`config.mk`:
```
export PLATFORM = sky130hd
export DESIGN_NAME = draw_pixel_writer
export DESIGN_NICKNAME = d
export VERILOG_FILES = /design/src/rtl/draw_pixel_writer.sv
export SDC_FILE = /design/constraint.sdc
export NUM_CORES = 1
export LEC_CHECK = 0
export BUFFER_PORTS_ARGS = -buffer_cell sky130_fd_sc_hd__buf_2
export CAP_MARGIN = 20
export CORE_ASPECT_RATIO = 1.1
export CORE_MARGIN = 8
export CORE_UTILIZATION = 42
export DETAILED_ROUTE_END_ITERATION = 7
export PLACE_DENSITY = 0.68
export SLEW_MARGIN = 30
export SYNTH_ARGS = -nofsm -noshare
export SYNTH_HDL_FRONTEND = slang
export SYNTH_SLANG_ARGS = --single-unit
export TNS_END_PERCENT = 20
```
`constraint.sdc`:
```
create_clock -name clk -period 3.27 [get_ports clk]
set_input_delay 0.4905 -clock clk [delete_from_list [all_inputs] [get_ports clk]]
set_output_delay 0.4905 -clock clk [all_outputs]
set_load 0.01 [all_outputs]
```
`src/rtl/draw_pixel_writer.sv`:
```
// Packs 4-bit pixels from a draw generator into masked 16-bit VRAM word writes,
// with an accumulator and output stage and backpressure to the generator.
module draw_pixel_writer #(
  parameter int CORDW = 16,
  parameter int ADDRW = 16
) (
  input  logic             clk,
  input  logic             reset_i,
  input  logic [ADDRW-1:0] base_addr_i,
  input  logic [3:0]       color_i,
  input  logic             drawing_i,
  input  logic [CORDW-1:0] x_i,
  input  logic             done_i,
  output logic             ena_draw_o,
  output logic             vram_sel_o,
  input  logic             vram_ack_i,
  output logic [ADDRW-1:0] vram_addr_o,
  output logic [15:0]      vram_data_o,
  output logic [3:0]       vram_wr_mask_o,
  output logic             busy_o,
  output logic             done_o
);

  typedef enum logic [1:0] {IDLE, ACTIVE, FLUSH} state_t;

  state_t           state_reg, state_next;
  logic             acc_valid_reg, acc_valid_next;
  logic [ADDRW-1:0] acc_addr_reg, acc_addr_next;
  logic [15:0]      acc_data_reg, acc_data_next;
  logic [3:0]       acc_mask_reg, acc_mask_next;
  logic             out_valid_reg, out_valid_next;
  logic [ADDRW-1:0] out_addr_reg, out_addr_next;
  logic [15:0]      out_data_reg, out_data_next;
  logic [3:0]       out_mask_reg, out_mask_next;
  logic             done_reg, done_next;
  logic             busy_reg, busy_next;

  logic signed [CORDW-1:0] x_shift;
  logic [ADDRW-1:0]        pix_addr;
  logic [3:0]              pix_mask;
  logic [15:0]             pix_data;
  logic [15:0]             pix_bits;
  logic                    out_free;
  logic                    pix_ok;

  assign x_shift  = $signed(x_i) >>> 2;
  assign pix_addr = base_addr_i + ADDRW'(x_shift);

  // Nibble 0 is the most significant nibble of the word and mask bit 3.
  for (genvar gi = 0; gi < 4; gi++) begin : g_nib
    assign pix_mask[3-gi]          = (x_i[1:0] == 2'(gi));
    assign pix_bits[15-4*gi -: 4]  = {4{pix_mask[3-gi]}};
    assign pix_data[15-4*gi -: 4]  = pix_mask[3-gi] ? color_i : 4'h0;
  end

  assign out_free   = !out_valid_reg || vram_ack_i;
  assign ena_draw_o = (state_reg != FLUSH) && (!acc_valid_reg || out_free);
  // Negative x is accepted from the generator but never stored.
  assign pix_ok     = drawing_i && ena_draw_o && !x_i[CORDW-1];

  always_comb begin
    state_next     = state_reg;
    acc_valid_next = acc_valid_reg;
    acc_addr_next  = acc_addr_reg;
    acc_data_next  = acc_data_reg;
    acc_mask_next  = acc_mask_reg;
    out_valid_next = out_valid_reg;
    out_addr_next  = out_addr_reg;
    out_data_next  = out_data_reg;
    out_mask_next  = out_mask_reg;
    done_next      = 1'b0;

    if (out_valid_reg && vram_ack_i) out_valid_next = 1'b0;

    if (pix_ok) begin
      if (acc_valid_reg && pix_addr == acc_addr_reg) begin
        acc_data_next = (acc_data_reg & ~pix_bits) | pix_data;
        acc_mask_next = acc_mask_reg | pix_mask;
      end else begin
        if (acc_valid_reg) begin
          out_valid_next = 1'b1;
          out_addr_next  = acc_addr_reg;
          out_data_next  = acc_data_reg;
          out_mask_next  = acc_mask_reg;
        end
        acc_valid_next = 1'b1;
        acc_addr_next  = pix_addr;
        acc_data_next  = pix_data;
        acc_mask_next  = pix_mask;
      end
    end

    case (state_reg)
      IDLE: begin
        if (pix_ok)      state_next = done_i ? FLUSH : ACTIVE;
        else if (done_i) done_next  = 1'b1;
      end
      ACTIVE: begin
        if (done_i) state_next = FLUSH;
      end
      FLUSH: begin
        if (acc_valid_reg && out_free) begin
          out_valid_next = 1'b1;
          out_addr_next  = acc_addr_reg;
          out_data_next  = acc_data_reg;
          out_mask_next  = acc_mask_reg;
          acc_valid_next = 1'b0;
        end
        if (!acc_valid_next && !out_valid_next) begin
          state_next = IDLE;
          done_next  = 1'b1;
        end
      end
      default: state_next = IDLE;
    endcase

    busy_next = acc_valid_next || out_valid_next || (state_next == FLUSH);
  end

  always_ff @(posedge clk or posedge reset_i) begin
    if (reset_i) begin
      state_reg     <= IDLE;
      acc_valid_reg <= 1'b0;
      acc_addr_reg  <= '0;
      acc_data_reg  <= '0;
      acc_mask_reg  <= '0;
      out_valid_reg <= 1'b0;
      out_addr_reg  <= '0;
      out_data_reg  <= '0;
      out_mask_reg  <= '0;
      done_reg      <= 1'b0;
      busy_reg      <= 1'b0;
    end else begin
      state_reg     <= state_next;
      acc_valid_reg <= acc_valid_next;
      acc_addr_reg  <= acc_addr_next;
      acc_data_reg  <= acc_data_next;
      acc_mask_reg  <= acc_mask_next;
      out_valid_reg <= out_valid_next;
      out_addr_reg  <= out_addr_next;
      out_data_reg  <= out_data_next;
      out_mask_reg  <= out_mask_next;
      done_reg      <= done_next;
      busy_reg      <= busy_next;
    end
  end

  assign vram_sel_o     = out_valid_reg;
  assign vram_addr_o    = out_addr_reg;
  assign vram_data_o    = out_data_reg;
  assign vram_wr_mask_o = out_mask_reg;
  assign busy_o         = busy_reg;
  assign done_o         = done_reg;

endmodule

```
After elaboration in Yosys (flattened, before gate mapping)
Cells that the tools add are included.
{"block": "op_classes", "magnitude_cmp": 0, "mul": 0, "eq_ne": 8, "n_div": 0, "n_addsub": 1, "n_reduce_logical": 19, "n_bitwise": 5, "shifts": 0, "mux": 42}
{"cell": "16-bit 2-to-1 mux", "count": 11}
{"cell": "4-bit 2-to-1 mux", "count": 10}
{"cell": "16-bit adder", "count": 1}
{"cell": "16-bit bitwise AND", "count": 1}
{"cell": "16-bit equality test", "count": 1}
{"cell": "16-bit inverter", "count": 1}
{"cell": "16-bit bitwise OR", "count": 1}
{"cell": "1-bit 2-to-1 mux", "count": 15}
{"cell": "2-bit equality test (second input constant)", "count": 4}
{"cell": "2-bit 2-to-1 mux", "count": 4}
{"cell": "1-bit logical AND", "count": 7}
{"cell": "2-bit case mux with 3 select lines", "count": 1}
{"cell": "1-bit logical NOT", "count": 5}
{"cell": "2-bit by 1-bit equality test with 1-bit output (second input constant)", "count": 2}
{"cell": "2-bit logical NOT", "count": 2}
{"cell": "1-bit logical OR", "count": 4}
{"cell": "4-bit bitwise OR", "count": 1}
{"cell": "2-bit != test (second input constant)", "count": 1}
{"cell": "1-bit case mux with 2 select lines", "count": 1}
{"cell": "2-bit AND reduction", "count": 1}
{"cell": "1-bit inverter", "count": 1}
{"block": "totals", "output_inout_bits": 40, "latch_bits": 0, "romBits": 0, "mem_bits_rw": 0, "ff_bits": 78, "wordCells": 86, "mem_count": 0, "inputBits": 41}

Logic depth before layout (Yosys ltp)
Gate-level depths: netlist of the first run.
{"block": "logic_depth", "ltp_word": 15, "depth_mapped": 12, "mapped_depth_nobuf": 10}

Worst setup path before layout of the first run
Ideal clock, no wire load.
{"block": "synth_path", "path_type": "input-to-reg", "start": "input base_addr_i[0]", "end": "register out_addr_reg[0] (netlist: vram_addr_o[0])", "setup_slack_ps": -271, "cell_stages": 11, "arrival_time_ps": 3475, "setup_ps": 66, "cell_sequence": "ha_1 -> fa_1 -> a21o_1 -> a21oi_1 -> xnor3_1 -> or2_0 -> a2111oi_4 -> nand4bb_4 -> o41ai_4 -> buf_6 -> a221o_1"}
{"block": "synth_between", "elab_chain_len": 7}
{"item": "from (decl)", "line": "9", "source": "input logic [ADDRW-1:0] base_addr_i,"}
{"item": "16-bit adder *", "line": "47", "source": "assign pix_addr = base_addr_i + ADDRW'(x_shift);"}
{"item": "16-bit equality test *", "line": "76", "source": "if (acc_valid_reg && pix_addr == acc_addr_reg) begin"}
{"item": "1-bit logical AND *", "line": "76"}
{"item": "16-bit 2-to-1 mux *", "line": "76"}
{"item": "16-bit 2-to-1 mux *", "line": "75", "source": "if (pix_ok) begin"}
{"item": "16-bit 2-to-1 mux", "line": "102", "source": "if (acc_valid_reg && out_free) begin"}
{"item": "16-bit 2-to-1 mux *", "line": "93", "source": "case (state_reg)"}
{"item": "net out_addr_next[0]", "line": "32", "source": "logic [ADDRW-1:0] out_addr_reg, out_addr_next;"}
{"item": "to (signal assigned)", "line": "140", "source": "out_addr_reg <= out_addr_next;"}
{"item": "to (decl)", "line": "32"}
Mark *: on every way through the listed nets, which the timed path passes. The rest lies on a longest branch.
A chain may end at the register's enable or synchronous reset.

Worst setup path in the final report of the first run
{"block": "layout_path", "start": "input base_addr_i[0]", "end": "register out_mask_reg[2] (netlist: vram_wr_mask_o[2])"}
{"block": "layout_between", "elab_chain_len": 7}
{"item": "16-bit adder *", "line": "47"}
{"item": "16-bit equality test *", "line": "76"}
{"item": "1-bit logical AND *", "line": "76"}
{"item": "4-bit 2-to-1 mux *", "line": "76"}
{"item": "4-bit 2-to-1 mux *", "line": "75"}
{"item": "4-bit 2-to-1 mux", "line": "102"}
{"item": "4-bit 2-to-1 mux *", "line": "93"}
{"item": "net out_mask_next[2]", "line": "34", "source": "logic [3:0] out_mask_reg, out_mask_next;"}
{"item": "to (signal assigned)", "line": "142", "source": "out_mask_reg <= out_mask_next;"}
{"item": "to (decl)", "line": "34"}
Marked as above.

==> results of run 1 <==
==> layer usage <==
metal / GRT usage / wire length (µm)
met5: 0 / 0
met4: 0.0649 / 251
met3: 0.0357 / 525
met2: 0.303 / 6430
met1: 0.202 / 5450
==> power by group through the flow <==
stage / registers (µW) / logic, µW / clock network [µW]
finish: 1670 / 2220 / 925
global route: 1730 / 2430 / 985
CTS: 1680 / 2220 / 944
detailed placement: 1690 / 2210 / 0
global placement: 1670 / 2160 / 0
floorplan: 1680 / 1400 / 0
==> cells by family (layout without fill, tap and decap cells) <==
kind of cell	count (synthesis)	after routing	share of synthesized area
AOI/OAI and AO/OA	155	155	0.249
xor gates and xnor gates	32	32	0.0762
adders and majority gates	16	16	0.0435
buffers and inverters	40	157	0.0382
DFF	78	78	0.408
muxes	16	16	0.0335
and+or+nand+nor	142	142	0.151
==> synth_stat cells (all sizes together), types with 3 or more instances <==
library cell,n
and3,27
ha,15
a21o,6
xnor2,16
a32oi,13
nor2,39
a221o,36
inv,6
o31ai,8
a21oi,44
a211oi,3
or3,4
dfrtp,78
xor2,10
o211ai,5
a31oi,4
nor2b,6
mux2i,16
buf,10
clkbuf,24
xnor3,5
nor3,6
nand4,3
nand3,4
nand2,38
o21ai,19
==> timing repair <==
item,CTS,global route
pin swaps,0,4
endpoints found under the setup margin,20,71
resized for setup,1,9
endpoints found under the hold margin,0,0
==> stage by stage <==
step                setup slack [ns]  area (µm²)  cells  utilization
finish                        0.0845        6030    746        0.534
global placement              -0.234        5700    730        0.505
CTS                           0.0401        5990    746        0.530
global route                -0.00989        6030    746        0.534
detailed placement            -0.388        5700    730        0.505
floorplan                   -0.00392        4810    479            -
==> worst min-delay path by stage <==
stage,end,cells after the start
6_report,done_o,2
5_1_grt,busy_o,2
4_1_cts,vram_addr_o[7],2
3_5_place_dp,vram_data_o[5],1
3_3_place_gp,vram_wr_mask_o[1],1
2_1_floorplan,state_reg[0],1
==> cell type report <==
cell class,count,area [µm²],area share
Multi-Input combinational cell,361,2720,0.452
Clock inverter,5,33.8,0.00560
Inverter,6,22.5,0.00374
Tap cell,150,188,0.0311
Clock buffer,11,243,0.0403
Timing Repair Buffer,135,867,0.144
Sequential cell,78,1950,0.324
==> impl_metrics.json, run 1 <==
{
  "crit_type": "input pin to register",
  "grt_first_pass_wirelength_mm": 21.3,
  "cellPowerDensity_nw_per_um2": 799,
  "power.sequential.fraction": 0.347,
  "post_route_cells_drive_above_1_share": 0.292,
  "switching_share": 0.391,
  "synth.yosys.warnings": 0,
  "yosysTopAreaCellShare": 0.408,
  "crit_slowest_cell": "fa_2",
  "maxCapViolCount": 0,
  "drtIter0Drc": 263,
  "buffers_inverters_on_critical_path": 2,
  "most_common_cell_after_layout_fill_and_taps_aside": "buf_2",
  "grt_pass1_vias": 4400,
  "cts-buffers-inserted": 9,
  "worst_path_largest_cell_delay_ns": 0.40,
  "cell_internal_pwr_uw": 2930,
  "groute.usage.overall": 0.172,
  "synth_cells": 479,
  "grt_start_max_net_pins": 41,
  "gp_congestion": 0.819,
  "clkTransAtPathRegs_ns": 0.06,
  "antenna_found_initial": 0,
  "critical_path_cell_count": 12,
  "layout-area-overhead-vs-synth_pct": 26.2,
  "worst_pin_slew_ns": 0.627,
  "timing.hold.ws_ns": 0.167,
  "report.final.setup_viol": 0,
  "floorplan.initialDensity": 0.424,
  "layout_common_cells": "80 x buf_2, 78 x dfrtp_1, 50 x buf_4",
  "crit-reg2reg-launch": "acc_addr_reg[14]",
  "clk-insertion-delay-late_ns": 0.33,
  "worst_r2r_endpoint": "vram_wr_mask_o[2]",
  "clkSinkCount": 78,
  "synthFlopType": "dfrtp_1",
  "timing.critical_path.from": "base_addr_i[0]",
  "core_area_um2": 11300,
  "synth_cell_types": 60,
  "vias": 4210,
  "synth_fp_nets": 536,
  "diodes": 0,
  "die_area_um2": 15100,
  "die-height_um": 128,
  "route.antenna.remaining_nets": 0,
  "drcViolationCount": 0,
  "cellLeakagePower_uw": 0.00288,
  "ys_async_sr_fraction": 1.00,
  "cts-htree-levels": 3,
  "ir_worst_vdd_uv": 329,
  "cts.hold.buffers_added": 0,
  "run_status": "complete, no violations",
  "cts_setup_buffers": 0,
  "synth-edff-count": 0,
  "critPathCaptureType": "register",
  "finalPower_uw": 4820,
  "fp-row-count": 41,
  "synth_area_um2": 4780,
  "switching_power_uw": 1890,
  "dpl.hpwl_mm": 9.50,
  "clock_power_share": 0.192,
  "synth_area_per_cell_um2": 9.98,
  "fillers": 1059,
  "total_wirelength_of_the_detailed_routed_design_mm": 12.7,
  "clk_path_buf_depth": 2,
  "reg2reg_depth": 8,
  "worst_ep_arrival_time_ns": 3.39,
  "tritoncts": "built",
  "critical_path.startpoint_type": "input pin",
  "max_freq_mhz": 314,
  "die_width_um": 118,
  "max-slew-margin-rel": 0.582,
  "clock_tree.root_cell": "clkbuf_16",
  "crit_path_cell_trace": "buf_2 > ha_4 > fa_2 > a21o_1 > a21oi_2 > xnor3_1 > or2_0 > a2111oi_4 > and4bb_2 > a211oi_4 > buf_12 > a221o_1",
  "final_min_period_over_clock_period": 0.974,
  "setup-tns-final_ns": 0,
  "finalMaxSlewViolations": 0,
  "timing.reg2reg.setup_slack_ns": 0.49,
  "post-synth-top-area-cell": "dfrtp_1",
  "critPathCapture": "vram_wr_mask_o[2]",
  "timing_hold_violations_final": 0,
  "overflow": 0,
  "min-delay-path-class": "input pin to asynchronous set/reset pin",
  "drt-pass1-iter-count": 5,
  "logic_pwr_share": 0.461,
  "worst-endpoint-required_ns": 3.48,
  "ys_ff_latch": 78,
  "worst-path-max-fanout": 24,
  "routedWlPerCell_um": 17.0,
  "io_buffers": 80,
  "worst_path_dominant_cell_family": "compound AO/OA/AOI/OAI gates",
  "io_pins": 81,
  "finalWorstPathRequiredPeriod_ns": 3.19,
  "post_drt_via_cell_ratio": 5.64,
  "synth_area_leaders": "dfrtp_1 41%, a221o_1 7.5%, a21oi_1 4.5%, ha_1 3.9%, and3_1 3.5%",
  "num-nets-final": 648,
  "finalClockSkew_ns": 0.00513,
  "ys_seq_area_frac": 0.408
}
(Power assumes the default switching activity.)
==> inputs of run 2 (changes only) <==
==> constraint.sdc (replaced) <==
create_clock -name clk -period 3 [get_ports clk]
set_input_delay 0.45 -clock clk [delete_from_list [all_inputs] [get_ports clk]]
set_output_delay 0.45 -clock clk [all_outputs]
set_load 0.01 [all_outputs]
==> impl_metrics.json, run 2 (synthesis gave the netlist of run 1 again) <==
{
  "worst_r2r_endpoint": "vram_data_o[12]",
  "gp_congestion": 0.870,
  "die_width_um": 118,
  "grtUsageMet2": 0.317,
  "clkSinkCount": 78,
  "fin_cells": 775,
  "critical_path.startpoint_type": "input pin",
  "report.final.setup_viol": 48,
  "setup-tns-final_ns": -1.76,
  "place.detailed.instances": 749,
  "grt_use_met1": 0.208,
  "dpl_worst_slack_ns": -0.573,
  "dpl.hpwl_mm": 9.72,
  "die-height_um": 128,
  "finalWorstPathRequiredPeriod_ns": 3.06,
  "cts.hold.buffers_added": 0,
  "io_buffers": 80,
  "overflow": 0,
  "final.setup.worst_slack_ns": -0.0628,
  "worst_ep_arrival_time_ns": 3.33,
  "layout-area-overhead-vs-synth_pct": 36.5,
  "grt_setup_unrepaired": "true",
  "max_freq_mhz": 327,
  "max-slew-margin-rel": 0.535,
  "num-nets-final": 677,
  "worst-path-max-fanout": 12,
  "drtIter0Drc": 314,
  "crit-reg2reg-launch": "acc_addr_reg[14]",
  "cellLeakagePower_uw": 0.00312,
  "die_area_um2": 15100,
  "final_min_period_over_clock_period": 1.02,
  "antenna_found_initial": 0,
  "diodes": 0,
  "run_status": "finished with violations",
  "critPathCaptureType": "register",
  "grt_start_max_net_pins": 41,
  "timing_hold_violations_final": 0,
  "clk-insertion-delay-late_ns": 0.33,
  "post_route_cells_drive_above_1_share": 0.365,
  "grt_pass1_vias": 4486,
  "routedWlPerCell_um": 17.4,
  "worst_pin_slew_ns": 0.698,
  "core_area_um2": 11300,
  "cts-buffers-inserted": 9,
  "ir_worst_vdd_uv": 347,
  "violations": "negative setup slack",
  "drcViolationCount": 0,
  "post_drt_via_cell_ratio": 5.62,
  "grt_util_met3": 0.0366,
  "finalMaxSlewViolations": 0,
  "floorplan.initialDensity": 0.424,
  "clock_tree.root_cell": "clkbuf_16",
  "maxCapViolCount": 0,
  "utilization": 0.578,
  "worst-endpoint-required_ns": 3.27,
  "timing.reg2reg.setup_slack_ns": 0.24,
  "vias": 4357,
  "route.antenna.remaining_nets": 0,
  "grt_most_used_layer": "met2",
  "crit_type": "input pin to register",
  "finalClockSkew_ns": 0.00653,
  "cellPowerDensity_nw_per_um2": 866,
  "tritoncts": "built",
  "grt_first_pass_wirelength_mm": 22.3,
  "io_pins": 81,
  "reg2reg_depth": 10,
  "drt-pass1-iter-count": 4,
  "fp-row-count": 41,
  "layout_common_cells": "78 x dfrtp_1, 78 x buf_2, 70 x buf_4",
  "clkTransAtPathRegs_ns": 0.06,
  "clk_path_buf_depth": 2,
  "cts-htree-levels": 3,
  "min-delay-path-class": "input pin to asynchronous set/reset pin",
  "groute.usage.overall": 0.177,
  "total_wirelength_of_the_detailed_routed_design_mm": 13.5
}
==> run 2: changes by cell type in the layout (fill, tap and decap cells not counted), moves of 4 or more <==
cell / before / now
buf_4: 50 / 70
a21oi_2: 5 / 15
a21oi_1: 38 / 29
buf_6: 1 / 6
o31ai_1: 8 / 4
==> run 2: cell type report <==
type | count | area, µm²
well taps | 150 | 188
flip-flops and latches | 78 | 1950
multi-input cells | 361 | 2860
repair buffers | 164 | 1190
inverters | 6 | 22.5
clock inverters | 4 | 52.6
fillers | 1004 | 4760
clock buffers | 12 | 267
==> run 2: report_power, final <==
part	internal, µW	switching, µW
sequential	1460	357
combinational	1310	1380
clock	715	426
total	3490	2170
==> run 2: worst max-delay path by stage <==
stage                      endpoint  slack, ns           start
global placement           register      -0.47  base_addr_i[0]
floorplan            vram_addr_o[0]      -0.23  base_addr_i[0]
detailed placement         register      -0.57  base_addr_i[0]
finish              vram_data_o[12]      -0.06  base_addr_i[0]
global route        vram_addr_o[13]      -0.19  base_addr_i[0]
CTS                 vram_addr_o[13]      -0.02  base_addr_i[0]
==> run 2: timing repair <==
action,4_1_cts,5_1_grt
endpoints found under the setup margin,71,71
pin swaps,12,33
gates cloned,1,2
setup buffers,5,2
resized for setup,14,41
==> run 2: worst max-delay path: stages <==
cell,delay [ns]
buf_6,0.10
ha_4,0.15
fa_2,0.37
a21o_1,0.21
a21oi_2,0.16
xnor3_1,0.22
or2_4,0.25
a2111oi_4,0.30
buf_4,0.18
nand4bb_4,0.13
o41ai_4,0.31
buf_6,0.18
clkbuf_16,0.17
a221o_1,0.15
==> run 2: per-layer routing <==
metal / wire length [µm] / vias up / share of wire
li1: - / 2101 / -
met1: 5770 / 2136 / 0.43
met2: 7000 / 105 / 0.52
met3: 548 / 15 / 0.041
met4: 197 / 0 / 0.015
met5: 0 / - / 0
==> run 2: through the flow <==
step	power [µW]	instance area (µm²)	hold WS, ns
floorplan	3360	4810	0.468
CTS	5510	6290	0.132
global route	6010	6530	0.161
detailed placement	4280	5850	0.487
global placement	4230	5850	0.487
finish	5650	6530	0.127
==> inputs of run 3 (changes only) <==
--- a/config.mk
+++ b/config.mk
@@ -11,7 +11,8 @@
 export CORE_MARGIN = 8
 export CORE_UTILIZATION = 42
 export DETAILED_ROUTE_END_ITERATION = 7
-export PLACE_DENSITY = 0.68
+export PLACE_DENSITY = 0.7
+export SETUP_SLACK_MARGIN = 0.05
 export SLEW_MARGIN = 30
 export SYNTH_ARGS = -nofsm -noshare
 export SYNTH_HDL_FRONTEND = slang
==> constraint.sdc (replaced) <==
create_clock -name clk -period 2.8 [get_ports clk]
set_input_delay 0.42 -clock clk [delete_from_list [all_inputs] [get_ports clk]]
set_output_delay 0.42 -clock clk [all_outputs]
set_load 0.01 [all_outputs]
==> impl_metrics.json, run 3 (synthesis gave the netlist of run 1 again) <==
{
  "finalMaxSlewViolations": 0,
  "post_drt_via_cell_ratio": 5.65,
  "num-nets-final": 674,
  "crit_slowest_cell": "or4_4",
  "cts-buffers-inserted": 9,
  "power.sequential.fraction": 0.324,
  "cts.hold.buffers_added": 0,
  "grt_pass1_vias": 4519,
  "layout-area-overhead-vs-synth_pct": 35.6,
  "max-slew-margin-rel": 0.371,
  "worst-path-max-fanout": 3,
  "cell_internal_pwr_uw": 3700,
  "die_width_um": 118,
  "sequential_cell_area_um2": 1950,
  "worst-endpoint-required_ns": 3.05,
  "crit_type": "input pin to register",
  "ir_worst_vdd_uv": 401,
  "switching_share": 0.382,
  "layout_common_cells": "78 x dfrtp_1, 78 x buf_2, 69 x buf_4",
  "finalClockSkew_ns": 0.00785,
  "drcViolationCount": 0,
  "total_wirelength_of_the_detailed_routed_design_mm": 13.3,
  "clkSinkCount": 78,
  "io_buffers": 80,
  "cellPowerDensity_nw_per_um2": 923,
  "buffers_inverters_on_critical_path": 3,
  "timing.hold.ws_ns": 0.0918,
  "maxCapViolCount": 0,
  "critical_path_cell_count": 13,
  "groute.usage.overall": 0.178,
  "multi_input_area_um2": 2840,
  "critPathCaptureType": "register",
  "fillers": 1005,
  "clk-insertion-delay-late_ns": 0.33,
  "violations": "negative setup slack",
  "dpl.hpwl_mm": 9.64,
  "core_area_um2": 11300,
  "run_status": "finished with violations",
  "drt-pass1-iter-count": 5,
  "path_common_cell": "buf_6",
  "grt_first_pass_wirelength_mm": 22.1,
  "reg2reg_depth": 9,
  "clk_path_buf_depth": 2,
  "cts-htree-levels": 3,
  "post_route_cells_drive_above_1_share": 0.360,
  "worst_path_largest_cell_delay_ns": 0.43,
  "overflow": 0,
  "min-delay-path-class": "input pin to asynchronous set/reset pin",
  "diodes": 0,
  "max_freq_mhz": 325,
  "report.final.setup_viol": 71,
  "clock_tree.root_cell": "clkbuf_16",
  "clkTransAtPathRegs_ns": 0.06,
  "final_min_period_over_clock_period": 1.10,
  "route.antenna.remaining_nets": 0,
  "die-height_um": 128,
  "timing_hold_violations_final": 0,
  "tritoncts": "built",
  "routedWlPerCell_um": 17.2,
  "timing.reg2reg.setup_slack_ns": -0.05,
  "fin_cells": 772,
  "worst_ep_arrival_time_ns": 3.33,
  "clock_power_share": 0.211,
  "worst_r2r_endpoint": "acc_addr_reg[8]",
  "switching_power_uw": 2280,
  "grt_start_max_net_pins": 60,
  "critical_path.startpoint_type": "input pin",
  "worst_path_dominant_cell_family": "simple AND/OR/NAND/NOR gates",
  "worst_pin_slew_ns": 0.936,
  "grt_setup_unrepaired": "true",
  "io_pins": 81,
  "fp-row-count": 41,
  "finalWorstPathRequiredPeriod_ns": 3.08,
  "cellLeakagePower_uw": 0.00309,
  "logic_pwr_share": 0.465,
  "floorplan.initialDensity": 0.424,
  "gp_congestion": 0.872,
  "die_area_um2": 15100,
  "crit_path_cell_trace": "buf_6 > ha_4 > fa_2 > xor2_2 > xnor2_1 > nand4_1 > or4_4 > a2111oi_4 > nand4bb_4 > or3_4 > buf_4 > buf_6 > a31oi_1",
  "antenna_found_initial": 0,
  "crit-reg2reg-launch": "acc_addr_reg[6]",
  "place.detailed.instances": 748,
  "drtIter0Drc": 330,
  "vias": 4362,
  "final.setup.worst_slack_ns": -0.278
}
[run 3: timing repair]
item,in CTS,in global routing
pin swaps,11,9
setup endpoints to repair,71,71
cloned,2,0
gates resized for setup,19,27
buffers inserted,1,5
[run 3: worst reg2reg max path, delay by kind of cell, from the launching register on]
kind                   cells  cell delay (ns)
AND/OR/NAND/NOR            4             1.24
AO/OA/AOI/OAI              2             0.51
flip-flops                 1             0.42
XOR/XNOR                   1             0.30
buffers and inverters      2             0.29
[run 3: layout make-up]
class                           count  share of cell area
Multi-Input combinational cell    361               0.438
Sequential cell                    78               0.301
Timing Repair Buffer              161               0.178
Clock buffer                       11              0.0375
Tap cell                          150              0.0290
Clock inverter                      5              0.0127
Inverter                            6             0.00347
[run 3: metrics by stage]
step	TNS [ns]	power, µW	util	setup WS [ns]	cell area, µm²
after global placement	-40.31	4530	0.520	-0.587	5860
after CTS	-7.95	5920	0.561	-0.168	6330
after detailed placement	-45.79	4610	0.520	-0.683	5860
after floorplan	-25.71	3600	-	-0.403	4810
after global routing	-18.36	6360	0.574	-0.377	6480
final	-13.06	5980	0.574	-0.278	6480
[run 3: worst max path at each step]
stage	start	end	slack [ns]
6_report	base_addr_i[0]	acc_addr_reg[8]	-0.28
5_1_grt	base_addr_i[0]	acc_addr_reg[8]	-0.38
4_1_cts	base_addr_i[0]	acc_mask_reg[2]	-0.17
3_5_place_dp	base_addr_i[0]	register	-0.68
3_3_place_gp	base_addr_i[0]	acc_addr_reg[8]	-0.59
2_1_floorplan	base_addr_i[0]	vram_addr_o[0]	-0.40
[run 3: metal layers]
metal	up-vias	global-route usage	routed length (µm)
met2	124	0.313	6610
met3	19	0.0383	596
met4	0	0.0611	221
met5	-	0	0
li1	2094	-	-
met1	2125	0.211	5860
[run 3: power groups by stage]
stage	combinational [µW]	clock (µW)	sequential [µW]
after global routing	3040	1330	2000
after detailed placement	2660	0	1950
after CTS	2710	1280	1930
after global placement	2590	0	1940
final	2780	1260	1940
after floorplan	1630	0	1960
